<file path="config.mk">
export PLATFORM = sky130hd
export DESIGN_NAME = mshr
export DESIGN_NICKNAME = d
export VERILOG_FILES = /design/src/rtl/mshr_pkg.sv /design/src/rtl/mshr_entry.sv /design/src/rtl/mshr.sv
export SDC_FILE = /design/constraint.sdc
export NUM_CORES = 1
export LEC_CHECK = 0
export BUFFER_PORTS_ARGS = -buffer_cell sky130_fd_sc_hd__buf_2
export CAP_MARGIN = 20
export CORE_MARGIN = 2
export CORE_UTILIZATION = 42
export CTS_BUF_LIST = sky130_fd_sc_hd__clkbuf_8
export CTS_CLUSTER_SIZE = 24
export DETAILED_ROUTE_END_ITERATION = 6
export GPL_TIMING_DRIVEN = 1
export PLACE_DENSITY = 0.65
export SLEW_MARGIN = 20
export SYNTH_ARGS = -nofsm -noshare
export SYNTH_HDL_FRONTEND = slang
export SYNTH_SLANG_ARGS = --single-unit
export TNS_END_PERCENT = 100
</file>
<file path="constraint.sdc">
create_clock -name clk -period 3.4 [get_ports clk]
set_input_delay 0.34 -clock clk [delete_from_list [all_inputs] [get_ports clk]]
set_output_delay 0.34 -clock clk [all_outputs]
set_load 0.01 [all_outputs]
</file>
<file path="src/rtl/mshr_pkg.sv">
// mshr_pkg: shared types and constants for the two-entry miss status
// holding register.
//   entry_t            - contents of one queue slot
//   state_e            - memory-side sequencer states
//   MSHR_INVALID_ADDR  - address shown for an unoccupied slot; it is not
//                        word-aligned, so it never matches a cache access
package mshr_pkg;

    localparam logic [31:0] MSHR_INVALID_ADDR = 32'hFFFF_FFFF;

    typedef enum logic [1:0] {
        ST_IDLE = 2'd0,
        ST_WB   = 2'd1,
        ST_RD   = 2'd2,
        ST_DONE = 2'd3
    } state_e;

    typedef struct packed {
        logic        valid;
        logic        has_load;
        logic        has_evict;
        logic [31:0] load_addr;
        logic [31:0] evict_addr;
        logic [31:0] evict_data;
        logic [4:0]  regd;
        logic        way;
    } entry_t;

endpackage

</file>
<file path="src/rtl/mshr_entry.sv">
// mshr_entry: one MSHR storage slot.
//   clk, rst_n     - clock, asynchronous active-low reset
//   we_i           - load wdata_i into the slot (wins over clr_i)
//   clr_i          - free the slot
//   wdata_i        - entry written on we_i
//   entry_o        - stored entry
//   load_addr_o    - stored load address, or INVALID_ADDR if the slot is
//                    empty or carries no load
//   evict_addr_o   - stored evict address, or INVALID_ADDR if the slot is
//                    empty or carries no eviction
module mshr_entry
    import mshr_pkg::*;
#(
    parameter logic [31:0] INVALID_ADDR = MSHR_INVALID_ADDR
) (
    input  logic        clk,
    input  logic        rst_n,
    input  logic        we_i,
    input  logic        clr_i,
    input  entry_t      wdata_i,
    output entry_t      entry_o,
    output logic [31:0] load_addr_o,
    output logic [31:0] evict_addr_o
);

    entry_t entry_q, entry_d;

    always_comb begin
        entry_d = entry_q;
        if (we_i) begin
            entry_d = wdata_i;
        end else if (clr_i) begin
            entry_d = '0;
        end
    end

    always_ff @(posedge clk or negedge rst_n) begin
        if (!rst_n) begin
            entry_q <= '0;
        end else begin
            entry_q <= entry_d;
        end
    end

    assign entry_o      = entry_q;
    assign load_addr_o  = (entry_q.valid && entry_q.has_load)  ? entry_q.load_addr  : INVALID_ADDR;
    assign evict_addr_o = (entry_q.valid && entry_q.has_evict) ? entry_q.evict_addr : INVALID_ADDR;

endmodule

</file>
<file path="src/rtl/mshr.sv">
// mshr: two-entry miss status holding register between the data cache and
// the memory bus. Load misses and dirty evictions are queued in arrival
// order; the head entry is serviced as writeback first, then line fill, over
// a single-word req/ready port. Each completed load returns a one-cycle done
// pulse.
//   clk, rst_n                 - clock, asynchronous active-low reset
//   load_valid, evict_valid    - allocation pulse (either or both)
//   addr_load, addr_evict      - fill / writeback word addresses
//   evict_data                 - writeback data
//   mshr_regD_in, load_way_in  - load destination register and fill way
//   addr1..addr4               - slot0 load/evict, slot1 load/evict addresses
//   mshr_done_pulse            - a load has completed (one cycle)
//   mshr_addr_out/data_out/regD_out, load_way_out - completed load info
//   mshr_full                  - every slot occupied
//   mem_req/we/addr/wdata      - memory request, held until mem_ready
//   mem_ready, mem_rdata       - memory completion and read data
module mshr
    import mshr_pkg::*;
#(
    parameter int          NUM_ENTRIES  = 2,
    parameter logic [31:0] INVALID_ADDR = MSHR_INVALID_ADDR
) (
    input  logic        clk,
    input  logic        rst_n,
    input  logic        load_valid,
    input  logic        evict_valid,
    input  logic [31:0] addr_load,
    input  logic [31:0] addr_evict,
    input  logic [31:0] evict_data,
    input  logic [4:0]  mshr_regD_in,
    input  logic        load_way_in,
    output logic [31:0] addr1,
    output logic [31:0] addr2,
    output logic [31:0] addr3,
    output logic [31:0] addr4,
    output logic        mshr_done_pulse,
    output logic [31:0] mshr_addr_out,
    output logic [31:0] mshr_data_out,
    output logic [4:0]  mshr_regD_out,
    output logic        load_way_out,
    output logic        mshr_full,
    output logic        mem_req,
    output logic        mem_we,
    output logic [31:0] mem_addr,
    output logic [31:0] mem_wdata,
    input  logic        mem_ready,
    input  logic [31:0] mem_rdata
);

    localparam int PTR_W = (NUM_ENTRIES > 1) ? $clog2(NUM_ENTRIES) : 1;

    entry_t [NUM_ENTRIES-1:0]       ent;
    logic   [NUM_ENTRIES-1:0][31:0] ld_addr_m;
    logic   [NUM_ENTRIES-1:0][31:0] ev_addr_m;
    logic   [NUM_ENTRIES-1:0]       ent_we;
    logic   [NUM_ENTRIES-1:0]       ent_clr;
    logic   [NUM_ENTRIES-1:0]       ent_valid;

    logic [PTR_W-1:0] head_q;
    logic [PTR_W-1:0] tail_q, tail_d;
    state_e           state_q;

    entry_t head_ent;
    entry_t alloc_ent;
    logic   full;
    logic   alloc;
    logic   retire;

    logic        mem_req_q, mem_we_q;
    logic [31:0] mem_addr_q, mem_wdata_q;
    logic        done_q;
    logic [31:0] done_addr_q, done_data_q;
    logic [4:0]  done_regd_q;
    logic        done_way_q;

    // ---------------------------------------------------------------
    // Allocation at the tail
    // ---------------------------------------------------------------
    assign full     = &ent_valid;
    assign alloc    = (load_valid || evict_valid) && !full;
    assign head_ent = ent[head_q];

    always_comb begin
        alloc_ent            = '0;
        alloc_ent.valid      = 1'b1;
        alloc_ent.has_load   = load_valid;
        alloc_ent.has_evict  = evict_valid;
        alloc_ent.load_addr  = addr_load;
        alloc_ent.evict_addr = addr_evict;
        alloc_ent.evict_data = evict_data;
        alloc_ent.regd       = mshr_regD_in;
        alloc_ent.way        = load_way_in;
    end

    always_comb begin
        tail_d = tail_q;
        if (alloc) begin
            tail_d = tail_q + PTR_W'(1);
        end
    end

    always_ff @(posedge clk or negedge rst_n) begin
        if (!rst_n) begin
            tail_q <= '0;
        end else begin
            tail_q <= tail_d;
        end
    end

    // The head is released either when a writeback-only entry finishes or
    // at the end of the done cycle. The slot cannot be the tail target in
    // the same cycle: a valid head equal to the tail means the queue is full.
    assign retire = (state_q == ST_DONE) ||
                    ((state_q == ST_WB) && mem_ready && !head_ent.has_load);

    // ---------------------------------------------------------------
    // Storage slots
    // ---------------------------------------------------------------
    for (genvar i = 0; i < NUM_ENTRIES; i++) begin : g_ent
        assign ent_we[i]    = alloc  && (tail_q == PTR_W'(i));
        assign ent_clr[i]   = retire && (head_q == PTR_W'(i));
        assign ent_valid[i] = ent[i].valid;

        mshr_entry #(
            .INVALID_ADDR (INVALID_ADDR)
        ) u_entry (
            .clk          (clk),
            .rst_n        (rst_n),
            .we_i         (ent_we[i]),
            .clr_i        (ent_clr[i]),
            .wdata_i      (alloc_ent),
            .entry_o      (ent[i]),
            .load_addr_o  (ld_addr_m[i]),
            .evict_addr_o (ev_addr_m[i])
        );
    end

    // ---------------------------------------------------------------
    // Memory sequencer. Request and done outputs are registered so no
    // input reaches an output combinationally.
    // ---------------------------------------------------------------
    always_ff @(posedge clk or negedge rst_n) begin
        if (!rst_n) begin
            state_q     <= ST_IDLE;
            head_q      <= '0;
            mem_req_q   <= 1'b0;
            mem_we_q    <= 1'b0;
            mem_addr_q  <= '0;
            mem_wdata_q <= '0;
            done_q      <= 1'b0;
            done_addr_q <= '0;
            done_data_q <= '0;
            done_regd_q <= '0;
            done_way_q  <= 1'b0;
        end else begin
            // done outputs are zero except in the single done cycle
            done_q      <= 1'b0;
            done_addr_q <= '0;
            done_data_q <= '0;
            done_regd_q <= '0;
            done_way_q  <= 1'b0;
            case (state_q)
                ST_IDLE: begin
                    if (head_ent.valid) begin
                        mem_req_q <= 1'b1;
                        if (head_ent.has_evict) begin
                            state_q     <= ST_WB;
                            mem_we_q    <= 1'b1;
                            mem_addr_q  <= head_ent.evict_addr;
                            mem_wdata_q <= head_ent.evict_data;
                        end else begin
                            state_q     <= ST_RD;
                            mem_we_q    <= 1'b0;
                            mem_addr_q  <= head_ent.load_addr;
                            mem_wdata_q <= '0;
                        end
                    end
                end
                ST_WB: begin
                    if (mem_ready) begin
                        mem_wdata_q <= '0;
                        mem_we_q    <= 1'b0;
                        if (head_ent.has_load) begin
                            // request stays up; the fill follows immediately
                            state_q    <= ST_RD;
                            mem_addr_q <= head_ent.load_addr;
                        end else begin
                            state_q    <= ST_IDLE;
                            mem_req_q  <= 1'b0;
                            mem_addr_q <= '0;
                            head_q     <= head_q + PTR_W'(1);
                        end
                    end
                end
                ST_RD: begin
                    if (mem_ready) begin
                        state_q     <= ST_DONE;
                        mem_req_q   <= 1'b0;
                        mem_addr_q  <= '0;
                        done_q      <= 1'b1;
                        done_addr_q <= head_ent.load_addr;
                        done_data_q <= mem_rdata;
                        done_regd_q <= head_ent.regd;
                        done_way_q  <= head_ent.way;
                    end
                end
                ST_DONE: begin
                    state_q <= ST_IDLE;
                    head_q  <= head_q + PTR_W'(1);
                end
                default: state_q <= ST_IDLE;
            endcase
        end
    end

    // ---------------------------------------------------------------
    // Outputs
    // ---------------------------------------------------------------
    assign addr1 = ld_addr_m[0];
    assign addr2 = ev_addr_m[0];
    assign addr3 = ld_addr_m[1];
    assign addr4 = ev_addr_m[1];

    assign mshr_full       = full;
    assign mshr_done_pulse = done_q;
    assign mshr_addr_out   = done_addr_q;
    assign mshr_data_out   = done_data_q;
    assign mshr_regD_out   = done_regd_q;
    assign load_way_out    = done_way_q;

    assign mem_req   = mem_req_q;
    assign mem_we    = mem_we_q;
    assign mem_addr  = mem_addr_q;
    assign mem_wdata = mem_wdata_q;

endmodule
</file>
# After elaboration in Yosys (flattened, before gate mapping)
# Index checks and enable logic that the tools add are counted.
dict set report totals {
  input_bits 139
  reg_bits 351
}
dict set report classes {
  mux 46
  bitwise 2
  n_eq_ne 7
  addsub 2
  magnitude_cmp 1
  reduce_logical 27
}
# cell count
set ops {}
lappend ops {{two-way mux 105 bit} 6}
lappend ops {{two-way mux 32 bit} 15}
lappend ops {{one-hot mux 32 bit (3 select lines)} 1}
lappend ops {{one-hot mux 32 bit (2 select lines)} 1}
lappend ops {{two-way mux 1 bit} 12}
lappend ops {{logical AND 1 bit} 11}
lappend ops {{two-way mux 2 bit} 5}
lappend ops {{two-way mux 5 bit} 2}
lappend ops {{AND reduction 3 bit} 3}
lappend ops {{!= test 2 bit, second input constant} 4}
lappend ops {{one-hot mux 2 bit (4 select lines)} 1}
lappend ops {{nonzero test 2 bit} 4}
lappend ops {{AND reduction 5 bit} 1}
lappend ops {{equality test 2 bit, second input constant} 2}
lappend ops {{one-hot mux 1 bit (2 select lines)} 2}
lappend ops {{AND reduction 4 bit} 1}
lappend ops {{one-hot mux 1 bit (3 select lines)} 1}
lappend ops {{nonzero test 3 bit} 1}
lappend ops {{adder 1 bit, second input constant} 2}
lappend ops {{equality test 2 x 1 -> 1 bit, second input constant} 1}
lappend ops {{logical NOT 1 bit} 2}
lappend ops {{logical NOT 2 bit} 1}
lappend ops {{logical OR 1 bit} 2}
lappend ops {{< comparator 1 x 2 -> 1 bit, second input constant} 1}
lappend ops {{other kinds (2)} 3}

# Longest topological paths before layout
# Gate-level depths: netlist (run 1).
dict set report logic_depth {
  depth_word 8
  mapped_depth 9
}

# By module
# Synthesis (run 1) repeated with hierarchy kept, for this count alone.
dict set report hier_totals {
  hier_cells 1543
  area_unflattened_um2 15881.5
}
# mod area_each_um2 cells_each n_inst seq_area_each_um2
set by_module_without_submodules {}
lappend by_module_without_submodules {mshr 6765.2 651 1 3528.4}
lappend by_module_without_submodules {{mshr_entry (g_ent[1].u_entry)} 4569.4 447 1 2627.5}
lappend by_module_without_submodules {{mshr_entry (g_ent[0].u_entry)} 4546.9 445 1 2627.5}

# Least setup slack after synthesis (run 1)
# OpenSTA, ideal clock, no wires.
dict set report synth_timing {
  path_kind {flip-flop to flip-flop}
  startpoint {register state_q[0]}
  endpoint {register mem_addr_q[12] (netlist: mem_addr[12])}
  arrival_time_ps 1823
  stages_incl_launch_ff 9
  path_buffers 2
  required_time_ps 3279
  setup_slack_ps 1456
  cell_sequence {dfrtp_1 inv_1 ha_1 or3b_1 clkbuf_1 clkbuf_1 o22ai_1 a21oi_1 a22o_1}
}
dict set report synth_between {
  elab_chain_cells 3
}
# item line
set synth_lines {}
lappend synth_lines {{start, declared} mshr.sv:61} ;# state_e state_q;
lappend synth_lines {{start signal, assigned} mshr.sv:144} ;# state_q <= ST_IDLE;
lappend synth_lines {{start signal, assigned} mshr.sv:167} ;# state_q <= ST_WB;
lappend synth_lines {{start signal, assigned} mshr.sv:172} ;# state_q <= ST_RD;
lappend synth_lines {{equality test 2 bit, or another cell as far along} mshr.sv:162} ;# case (state_q)
lappend synth_lines {{!= test 2 bit (no line) / nonzero test 3 bit (equally long branches)} --}
lappend synth_lines {{AND reduction 4 bit (no line)} --}
lappend synth_lines {{end signal, assigned} mshr.sv:169} ;# mem_addr_q <= head_ent.evict_addr;
lappend synth_lines {{end signal, assigned} mshr.sv:174} ;# mem_addr_q <= head_ent.load_addr;
lappend synth_lines {{end signal, assigned} mshr.sv:186} ;# mem_addr_q <= head_ent.load_addr;
lappend synth_lines {{end, declared} mshr.sv:70} ;# logic [31:0] mem_addr_q, mem_wdata_q;
# Several ways; a longest one is shown, not always the timed one.
# A chain may end at the register's enable or synchronous reset.

# Final worst setup path (run 1)
dict set report layout_timing {
  startpoint {register state_q[0]}
  endpoint {register mem_addr_q[17] (netlist: mem_addr[17])}
}
# Same word-level chain as after synthesis.

==> results.md, run 1 <==
* GR Layer Usage met2 at 42.3%
* Internal at 11700 µW
* DP Wirelength at 31400 µm
* Pre-antenna DRT Iters at 5
* Register area share after synthesis at 59.0%
* WP data required at 3.90 ns
* Slew headroom at 28.1%
* Worst Tran Pin Value at 1.08 ns
* Worst reg2reg path depth at 7
* Max-Cap Viols at 0
* Synth Register Bits at 351
* Postcts setup bufs at 0
* Chip width at 192 µm
* GR Util met3 at 6.15%
* Final period utilization at 81.3%
* CTS tree: done
* Grt peak-use layer: met2
* Arr. time, crit path at 3.26 ns
* Initial DRC count at 821
* H-tree levels at 2
* CP startpoint kind: register
* Sequential share of power at 35.0%
* Net switching power at 8130 µW
* Final Power at 19900 µW
* Vias per cell at 5.73
* Leakage Power at 0.00999 µW
* Fin crit period at 2.76 ns
* Synth warnings at 0
* Hold Vio Cnt, Final at 0
* DRC violations left at 0
* FP Rows at 68
* Grt met1 use at 35.2%
* Total CTS buffers at 58
* Die height at 192 µm
* Commonest non-fill, non-tap cell in the layout: buf_2
* Setup_tns at 0 ns
* Switching Share at 40.9%
* HP Class: in2async
* Setup violators final at 0
* Worst-Skew Late Latency at 0.63 ns
* Syn Inst Count at 1193
* Crit Path Class: reg2reg
* Worst Setup End Kind: register
* Unrepaired setup endpoints after global routing: no
* Clock Skews at 0.0261 ns
* Worst-path maximum fanout at 21
* Die ar. at 37000 µm²
* Routed via count at 12700
* GRT Total Usage at 26.7%
* Synth unique cells at 41
* Post-CTS Hold Fix Bufs at 137
* Nets at 1857
* Synthesized area at 14900 µm²
* Combinational power share at 46.1%
* Slew Viols, Final at 0
* I/O Pins at 405
* Clock Sink Count at 351
* Syn nets at 1337
* Final wirelength at 50100 µm
* Synth Area per Inst at 12.5 µm²
* Final WS setup at 0.636 ns
* Port-buffer cells at 404
* Clock Tree Root: clkbuf_8
* P per Cell Area at 998 nW/µm²
* Avg WL per Cell at 22.6 µm
* Initial Util at 42.9%
* FMAX at 362 MHz
* Area Growth Syn to Fin at 33.7%
* Routability cong. at 0.860
* Worst vdd ir at 782 µV
* Share of cells above drive strength 1 at 39.4%
* CTS Buffer Depth at 3
* ANT nets after route at 0
* Post_cts resized at 0
* Clock network fraction of total power at 18.9%
* Clk slew on worst S/H paths at 0.07 ns
* Setup WS pre-CTS at 0.771 ns
* Outcome: complete, no violations
* First-pass GRT wire length at 75300 µm
* Core area at 34700 µm²
* Most frequent cells in the layout: 403 x buf_2, 350 x dfrtp_1, 239 x a22o_1
* Grt ovf at 0
* Largest net degree at the start of global routing at 100
* Initial antenna violation count at 5
* Vias in the first global route at 13100
==> cell usage after synthesis <==
master,instances,area (µm²)
a21oi_1,34,170
o21ba_2,2,20.0
and2_1,1,6.26
o2bb2ai_2,30,450
xor2_1,1,8.76
a221oi_1,32,280
a2bb2oi_1,1,8.76
or2_2,128,801
o21a_1,1,7.51
and3_1,33,206
o31ai_1,1,7.51
o21bai_1,2,15.0
inv_1,9,33.8
buf_4,6,45.0
dfrtp_1,351,8780
o221ai_1,1,8.76
o211ai_1,1,7.51
mux2i_1,72,721
nand3_1,1,5.00
buf_6,4,45.0
buf_1,1,3.75
a21o_1,1,7.51
nand2_1,12,45.0
o22ai_1,32,200
o21ai_0,3,15.0
mux2_2,2,22.5
nor2b_1,1,6.26
o2bb2ai_1,2,17.5
or3b_1,1,8.76
nor2_2,2,12.5
and3b_1,3,26.3
ha_1,5,62.6
buf_2,38,190
a211o_1,1,8.76
clkbuf_1,65,244
a41oi_1,1,8.76
nand3b_1,1,7.51
a22o_1,239,2090
nor2_1,70,263
a21bo_2,1,10.0
or4_1,1,7.51
==> final timing paths <==
path | to | from | slack [ns]
setup / recovery | mem_addr[17] | state_q[0] | 0.64
hold / removal | g_ent[1].u_entry.entry_o[63] | rst_n | 0.33
setup reg to reg | mem_addr[17] | state_q[0] | 0.64
hold reg to reg | mem_wdata[31] | mem_wdata[31] | 0.49
max in group asynchronous | g_ent[1].u_entry.entry_o[49] | rst_n | 2.12
min in group clk | mshr_data_out[4] | mem_ready | 0.39
==> area by class of cell <==
| class | instances | area [µm²] |
|---|---|---|
| diodes | 3 | 7.51 |
| clock buffers | 68 | 936 |
| clock inverters | 36 | 233 |
| fillers | 2888 | 14800 |
| inverters | 9 | 33.8 |
| multi-input cells | 719 | 5590 |
| flip-flops and latches | 351 | 8790 |
| well taps | 455 | 569 |
| repair buffers | 574 | 3750 |
==> worst max-delay path, stage by stage, from the launching register on <==
cell and delay (ns):
dfrtp_1 0.43, inv_1 0.12, ha_1 0.34, or3b_1 0.84, buf_4 0.38, o22ai_1 0.25
a21oi_1 0.07, a22o_1 0.19
==> flip-flops by register name, summed over array words and instances (netlist names) <==
| name | cells |
|---|---|
| state_q | 2 |
| mem_req | 1 |
| mem_we | 1 |
| mem_wdata | 32 |
| head_q | 1 |
| mshr_regD_out | 5 |
| tail_q | 1 |
| mshr_addr_out | 32 |
| mshr_data_out | 32 |
| mshr_done_pulse | 1 |
| mem_addr | 32 |
| g_ent.u_entry.entry_o | 210 |
| load_way_out | 1 |
==> per-stage QoR <==
stage          util, %  area, µm²  hold WS, ns  std cells
2_1_floorplan        -      14900       0.0444       1193
3_3_place_gp      50.0      17400        0.451       1971
3_5_place_dp      50.0      17400        0.456       1971
4_1_cts           57.3      19900        0.328       2212
5_1_grt           57.3      19900        0.387       2214
6_report          57.3      19900        0.332       2215
==> cells by family after synthesis <==
kind of cell / Yosys count / share of synthesized area (%)
muxes: 74 / 4.99
AOI/OAI and AO/OA: 385 / 22.4
and+or+nand+nor: 254 / 9.37
buffers and inverters: 123 / 3.77
xor gates and xnor gates: 1 / 0.0588
adders and majority gates: 5 / 0.420
DFF: 351 / 59.0
==> layer usage <==
metal  wire [µm]  part of all wire, %
met5          13                0.026
met4        1990                  4.0
met3        4290                  8.6
met2       23100                   46
met1       20600                   41
==> power by group through the flow <==
| stage | registers (µW) | clock network [µW] | logic, µW |
|---|---|---|---|
| after floorplan | 6770 | 0 | 5910 |
| after global placement | 6960 | 0 | 8880 |
| after detailed placement | 6970 | 0 | 8990 |
| after CTS | 6930 | 3830 | 9160 |
| after global routing | 7150 | 4020 | 9890 |
| final | 6960 | 3750 | 9150 |
No activity file was read; power rests on OpenSTA's default activity.
==> inputs of run 2 (changes only) <==
==> constraint.sdc (replaced) <==
create_clock -name clk -period 2.7 [get_ports clk]
set_input_delay 0.27 -clock clk [delete_from_list [all_inputs] [get_ports clk]]
set_output_delay 0.27 -clock clk [all_outputs]
set_load 0.01 [all_outputs]
==> run 2 against run 1 <==
  * Sequential share of layout area shrank 0.64 points
  * Die area is the same
  * Flip-flop and latch count is the same
  * Critical path type is now reg2out
  * Combinational power grew 28%
  * Non-clock buffer count grew 2
  * Clock-buffer cell count grew 11
  * Highest routed layer unchanged
  * Register-to-register slack lost 0.30 ns
==> results.md, run 2 (synthesis results as in run 1) <==
* Outcome: complete, no violations
* I/O Pins at 405 (unchanged)
* P per Cell Area at 1280 nW/µm² (+28%)
* Grt ovf at 0 (unchanged)
* Top Layer Used: met5
* Met3 WL at 4040 µm (-6.0%)
* Vias per cell at 5.67 (-0.95%)
* Hold Vio Cnt, Final at 0 (unchanged)
* Clock Tree Root: clkbuf_8
* Initial DRC count at 779 (-5.1%)
* Commonest non-fill, non-tap cell in the layout: buf_2
* Fin crit period at 2.59 ns
* H-tree levels at 2 (unchanged)
* Setup_tns at 0 ns (unchanged)
* FP Rows at 68 (unchanged)
* Clk slew on worst S/H paths at 0.06 ns (about the same)
* Avg WL per Cell at 22.7 µm (+0.26%)
* Slew Viols, Final at 0 (unchanged)
* CP startpoint kind: register
* FF/Latch Area at 8790 µm² (unchanged)
* Final cell count without fillers at 2219 (+0.18%)
* Postcts setup bufs at 0 (unchanged)
* Die height at 192 µm (unchanged)
* Area Growth Syn to Fin at 35.6%
* Largest net degree at the start of global routing at 106 (+6.0%)
* First-pass GRT wire length at 76500 µm (+1.6%)
* Worst Setup End Kind: output port
* Most frequent cells in the layout: 403 x buf_2, 350 x dfrtp_1, 239 x a22o_1
* Nets at 1859 (+0.11%)
* Crit Path Class: reg2out
* Pre-antenna DRT Iters at 5 (unchanged)
* Total CTS buffers at 58 (unchanged)
* Unrepaired setup endpoints after global routing: no
* Cell Area, Placed at 17500 µm² (+0.59%)
* Leakage Power at 0.0101 µW (+1.1%)
* DRC violations left at 0 (unchanged)
* FF-to-FF setup slack at 0.34 ns (-0.30 ns)
* Clock Skews at 0.0282 ns (+0.00217 ns)
* DP Wirelength at 31300 µm (-0.12%)
* Worst-Skew Late Latency at 0.61 ns (-0.02 ns)
* Arr. time, crit path at 2.32 ns (-0.94 ns)
* FMAX at 386 MHz
* WP data required at 2.43 ns (-1.47 ns)
* Final wirelength at 50300 µm (+0.44%)
* Vias in the first global route at 13100 (+0.48%)
* Met1 wire length at 21000 µm (+1.5%)
* Reg2reg end: mem_wdata[17]
* Final period utilization at 95.9%
* Port-buffer cells at 404 (unchanged)
* Post-CTS Hold Fix Bufs at 137 (unchanged)
* Startpoint of the worst register-to-register path: state_q[0]
* Final instance area at 20200 µm² (+1.5%)
* Placed Cells at 1973 (+0.10%)
* Core area at 34700 µm² (unchanged)
* Slew headroom at 43.5% (+15 points)
* Clock Sink Count at 351 (unchanged)
* Routed via count at 12600 (-0.77%)
* ANT nets after route at 0 (unchanged)
* Share of cells above drive strength 1 at 40.1% (+0.74 points)
* CTS Buffer Depth at 3 (unchanged)
* GRT Total Usage at 27.1% (+0.47 points)
* Max-Cap Viols at 0 (unchanged)
* Area of the multi-input gates at 5590 µm² (unchanged)
* WL met2 at 23700 µm (+2.5%)
* Worst vdd ir at 959 µV (+23%)
* HP Class: in2async
* Die ar. at 37000 µm² (unchanged)
* Initial Util at 42.9% (unchanged)
* Final WS setup at 0.111 ns (-0.525 ns)
* Post_cts resized at 0 (unchanged)
* Initial antenna violation count at 4 (-1)
* Chip width at 192 µm (unchanged)
* Setup violators final at 0 (unchanged)
* Setup WS pre-CTS at 0.371 ns (-0.400 ns)
* Max reg flops at 210 (unchanged)
* Worst reg2reg path depth at 6 (-1)
* Routability cong. at 0.844 (-1.9%)
* Crit. Startpoint: g_ent[1].u_entry.entry_o[102]
* FILL cells at 2899 (+0.38%)
* CTS tree: done
* Worst-path maximum fanout at 19 (-9.5%)
* Worst Tran Pin Value at 0.847 ns (-0.231 ns)
-- run 2: cell count changes in the layout (fill, tap and decap cells not counted), sizes merged --
cell,previous run,this run
inv,34,22
clkbuf,68,79
bufinv,3,6
buf,437,439
clkinvlp,0,1
diode,3,2
-- run 2: through the flow --
step,util (%),power [µW],hold slack (ns)
after global routing,58.2,27400,0.236
after floorplan,-,16000,-0.0256
after global placement,50.3,20100,0.290
after CTS,58.2,25900,0.219
after detailed placement,50.3,20300,0.288
final,58.2,25800,0.232
-- run 2: routing by layer --
metal | up-vias | global-route usage [%]
li1 | 5495 | -
met1 | 6365 | 35.9
met2 | 616 | 43.3
met3 | 108 | 6.40
met4 | 2 | 10.4
met5 | - | 0
-- run 2: critical path: stages, from the launching register on --
cell and delay, ns:
dfrtp_1 0.47, nand2_1 0.38, buf_4 0.37, or2_2 0.34
buf_2 0.15
-- run 2: worst max path at each step --
stage                          endpoint  slack [ns]
after floorplan            mem_addr[12]        0.76
after global placement    mem_wdata[26]        0.45
after detailed placement  mem_wdata[17]        0.37
after CTS                      addr4[0]        0.05
after global routing           addr4[0]      0.0003
final                          addr4[0]        0.11
-- run 2: where the power goes --
part	internal, µW	switching, µW
Clock	3170	2170
Combinational	5120	6620
Sequential	7220	1510
-- run 2: layout make-up --
| cell class | instances | area share, % |
|---|---|---|
| antenna | 2 | 0.0248 |
| clock buffer | 79 | 5.38 |
| clock inverter | 28 | 1.36 |
| inverter | 9 | 0.167 |
| multi-input combinational | 719 | 27.7 |
| sequential | 351 | 43.5 |
| tap | 455 | 2.82 |
| timing repair buffer | 576 | 19.1 |
==> inputs of run 3 (changes only) <==
==> constraint.sdc (replaced) <==
create_clock -name clk -period 3.05 [get_ports clk]
set_input_delay 0.305 -clock clk [delete_from_list [all_inputs] [get_ports clk]]
set_output_delay 0.305 -clock clk [all_outputs]
set_load 0.005 [all_outputs]
==> run 3 against run 2 <==
  * Wire length barely moved
  * Via count increased by 0.14%
  * Critical path depth is the same
  * Clock skew decreased by 0.016 ns
  * Final cell count decreased by 0.18%
  * Register-to-register slack better by 0.19 ns
  * Hold slack improved by 0.059 ns
  * First-iteration DRC count rose by 11%
  * Flip-flop and latch count unchanged
  * Core utilization shrank 0.78 points
  * Critical path type unchanged
  * Critical endpoint is now addr3[29]
==> results.md, run 3 (synthesis results as in run 1) <==
* Outcome: complete, no violations
* Worst Setup End Kind: output port
* Net switching power at 8690 µW (-16%)
* Max-Cap Viols at 0 (unchanged)
* CTS Buffer Depth at 3 (unchanged)
* Hold WS at 0.291 ns (+0.0594 ns)
* GRT Total Usage at 27.3% (+0.16 points)
* Hold Vio Cnt, Final at 0 (unchanged)
* Chip width at 192 µm (unchanged)
* Switching Share at 40.1% (+0.15 points)
* Worst-path maximum fanout at 18 (-1)
* Grt ovf at 0 (unchanged)
* Vias in the first global route at 13100 (-0.36%)
* Final period utilization at 90.1%
* Worst Tran Pin Value at 0.840 ns (-0.00664 ns)
* Commonest non-fill, non-tap cell in the layout: buf_2
* Initial antenna violation count at 3 (-1)
* Port-buffer cells at 404 (unchanged)
* CP top delay family: simple AND/OR/NAND/NOR gates
* Fin crit period at 2.75 ns
* Worst vdd ir at 606 µV (-37%)
* WP data required at 2.74 ns (+0.31 ns)
* Die height at 192 µm (unchanged)
* Initial Util at 42.9% (unchanged)
* Routability cong. at 0.833 (-1.4%)
* CTS tree: done
* Clock Tree Root: clkbuf_8
* Pre-antenna DRT Iters at 5 (unchanged)
* Final wirelength at 50300 µm (about the same)
* Max reg flops at 210 (unchanged)
* Slew Viols, Final at 0 (unchanged)
* First-pass GRT wire length at 76900 µm (+0.55%)
* Crit Path Class: reg2out
* Setup_tns at 0 ns (unchanged)
* Worst Path Buf+Inv at 2 (unchanged)
* Setup violators final at 0 (unchanged)
* Nets at 1858 (-0.054%)
* H-tree levels at 2 (unchanged)
* FMAX at 364 MHz
* Internal at 13000 µW (-16%)
* FP Rows at 68 (unchanged)
* Worst-Skew Late Latency at 0.61 ns (about the same)
* Share of cells above drive strength 1 at 39.4% (-0.76 points)
* CP max stage delay at 0.48 ns (about the same)
* Clk slew on worst S/H paths at 0.06 ns (about the same)
* Final Power at 21700 µW (-16%)
* Clock network fraction of total power at 18.3% (-2.4 points)
* Total CTS buffers at 57 (-1.7%)
* Die ar. at 37000 µm² (unchanged)
* Core area at 34700 µm² (unchanged)
* I/O Pins at 405 (unchanged)
* Avg WL per Cell at 22.7 µm (+0.26%)
* Post_cts resized at 0 (unchanged)
* Leakage Power at 0.0100 µW (-0.92%)
* HP Class: in2async
* Clock Skews at 0.0127 ns (-0.0155 ns)
* DRC violations left at 0 (unchanged)
* Most frequent cells in the layout: 403 x buf_2, 350 x dfrtp_1, 239 x a22o_1
* Postcts setup bufs at 0 (unchanged)
* DP Wirelength at 31700 µm (+1.0%)
* Clock Sink Count at 351 (unchanged)
* CP startpoint kind: register
* P per Cell Area at 1090 nW/µm² (-15%)
* Routed via count at 12600 (+0.14%)
* Arr. time, crit path at 2.44 ns (+0.12 ns)
* Fin util at 57.4% (-0.78 points)
* Largest net degree at the start of global routing at 106 (unchanged)
* Slew headroom at 44.0% (+0.44 points)
* Combinational power share at 45.8% (+0.3 points)
* Unrepaired setup endpoints after global routing: no
* Critical-path cell list: nand2_1 > buf_4 > or2_2 > buf_2
* FILL cells at 2886 (-0.45%)
* Initial DRC count at 861 (+11%)
* Sequential share of power at 35.9% (+2.1 points)
* Area Growth Syn to Fin at 33.8%
* Critical-path top delay cell: nand2_1
* ANT nets after route at 0 (unchanged)
* Vias per cell at 5.69 (+0.32%)
run 3: cell count changes in the layout (fill, tap and decap cells not counted):
cell | before | now
clkinv_2 | 7 | 4
inv_6 | 0 | 2
inv_1 | 22 | 33
buf_4 | 20 | 22
bufinv_16 | 6 | 0
clkbuf_8 | 79 | 71
buf_12 | 15 | 13
run 3: metrics by stage:
step | setup WS (ns) | std cells | cell area (µm²)
2_1_floorplan | 1.11 | 1193 | 14900
3_3_place_gp | 0.584 | 1973 | 17400
3_5_place_dp | 0.565 | 1973 | 17400
4_1_cts | 0.301 | 2213 | 19900
5_1_grt | 0.231 | 2214 | 19900
6_report | 0.302 | 2215 | 19900
run 3: cell type report:
| cell class | instances | area, µm² | area share (%) |
|---|---|---|---|
| Sequential cell | 351 | 8790 | 44.1 |
| Inverter | 9 | 33.8 | 0.170 |
| Tap cell | 455 | 569 | 2.86 |
| Clock inverter | 32 | 139 | 0.697 |
| Multi-Input combinational cell | 719 | 5590 | 28.0 |
| Clock buffer | 71 | 977 | 4.90 |
| Timing Repair Buffer | 576 | 3830 | 19.2 |
| Antenna cell | 2 | 5.00 | 0.0251 |
run 3: timing repair:
item                                    CTS  global route
hold buffers                            137             0
endpoints found under the setup margin    0             0
endpoints found under the hold margin   324             0
run 3: power by group through the flow:
stage	sequential, µW	combinational [µW]	clock, µW
after floorplan	7360	6330	0
after global placement	7760	9630	0
after detailed placement	7780	9790	0
after CTS	7740	9930	4060
after global routing	7990	10800	4280
final	7780	9940	3970
run 3: metal layers:
layer / global-route usage (%) / part of all wire, % / vias to the layer above / routed length (µm)
met1: 36.5 / 41 / 6389 / 20600
li1: - / - / 5480 / -
met4: 10.2 / 3.2 / 2 / 1630
met3: 5.78 / 8.6 / 114 / 4330
met5: 0 / 0.026 / - / 13
met2: 43.8 / 47 / 619 / 23700
run 3: worst paths after layout:
kind,startpoint,to,slack [ns],depth (start not counted)
max,g_ent[1].u_entry.entry_o[104],addr3[29],0.30,4
min,rst_n,g_ent[1].u_entry.entry_o[63],0.29,2
max reg2reg,head_q,g_ent[0].u_entry.entry_o[95],0.53,5
min reg2reg,mem_addr[30],mem_addr[30],0.49,2
max in group asynchronous,rst_n,mshr_addr_out[1],1.74,3
min in group clk,mem_ready,mshr_data_out[27],0.34,2
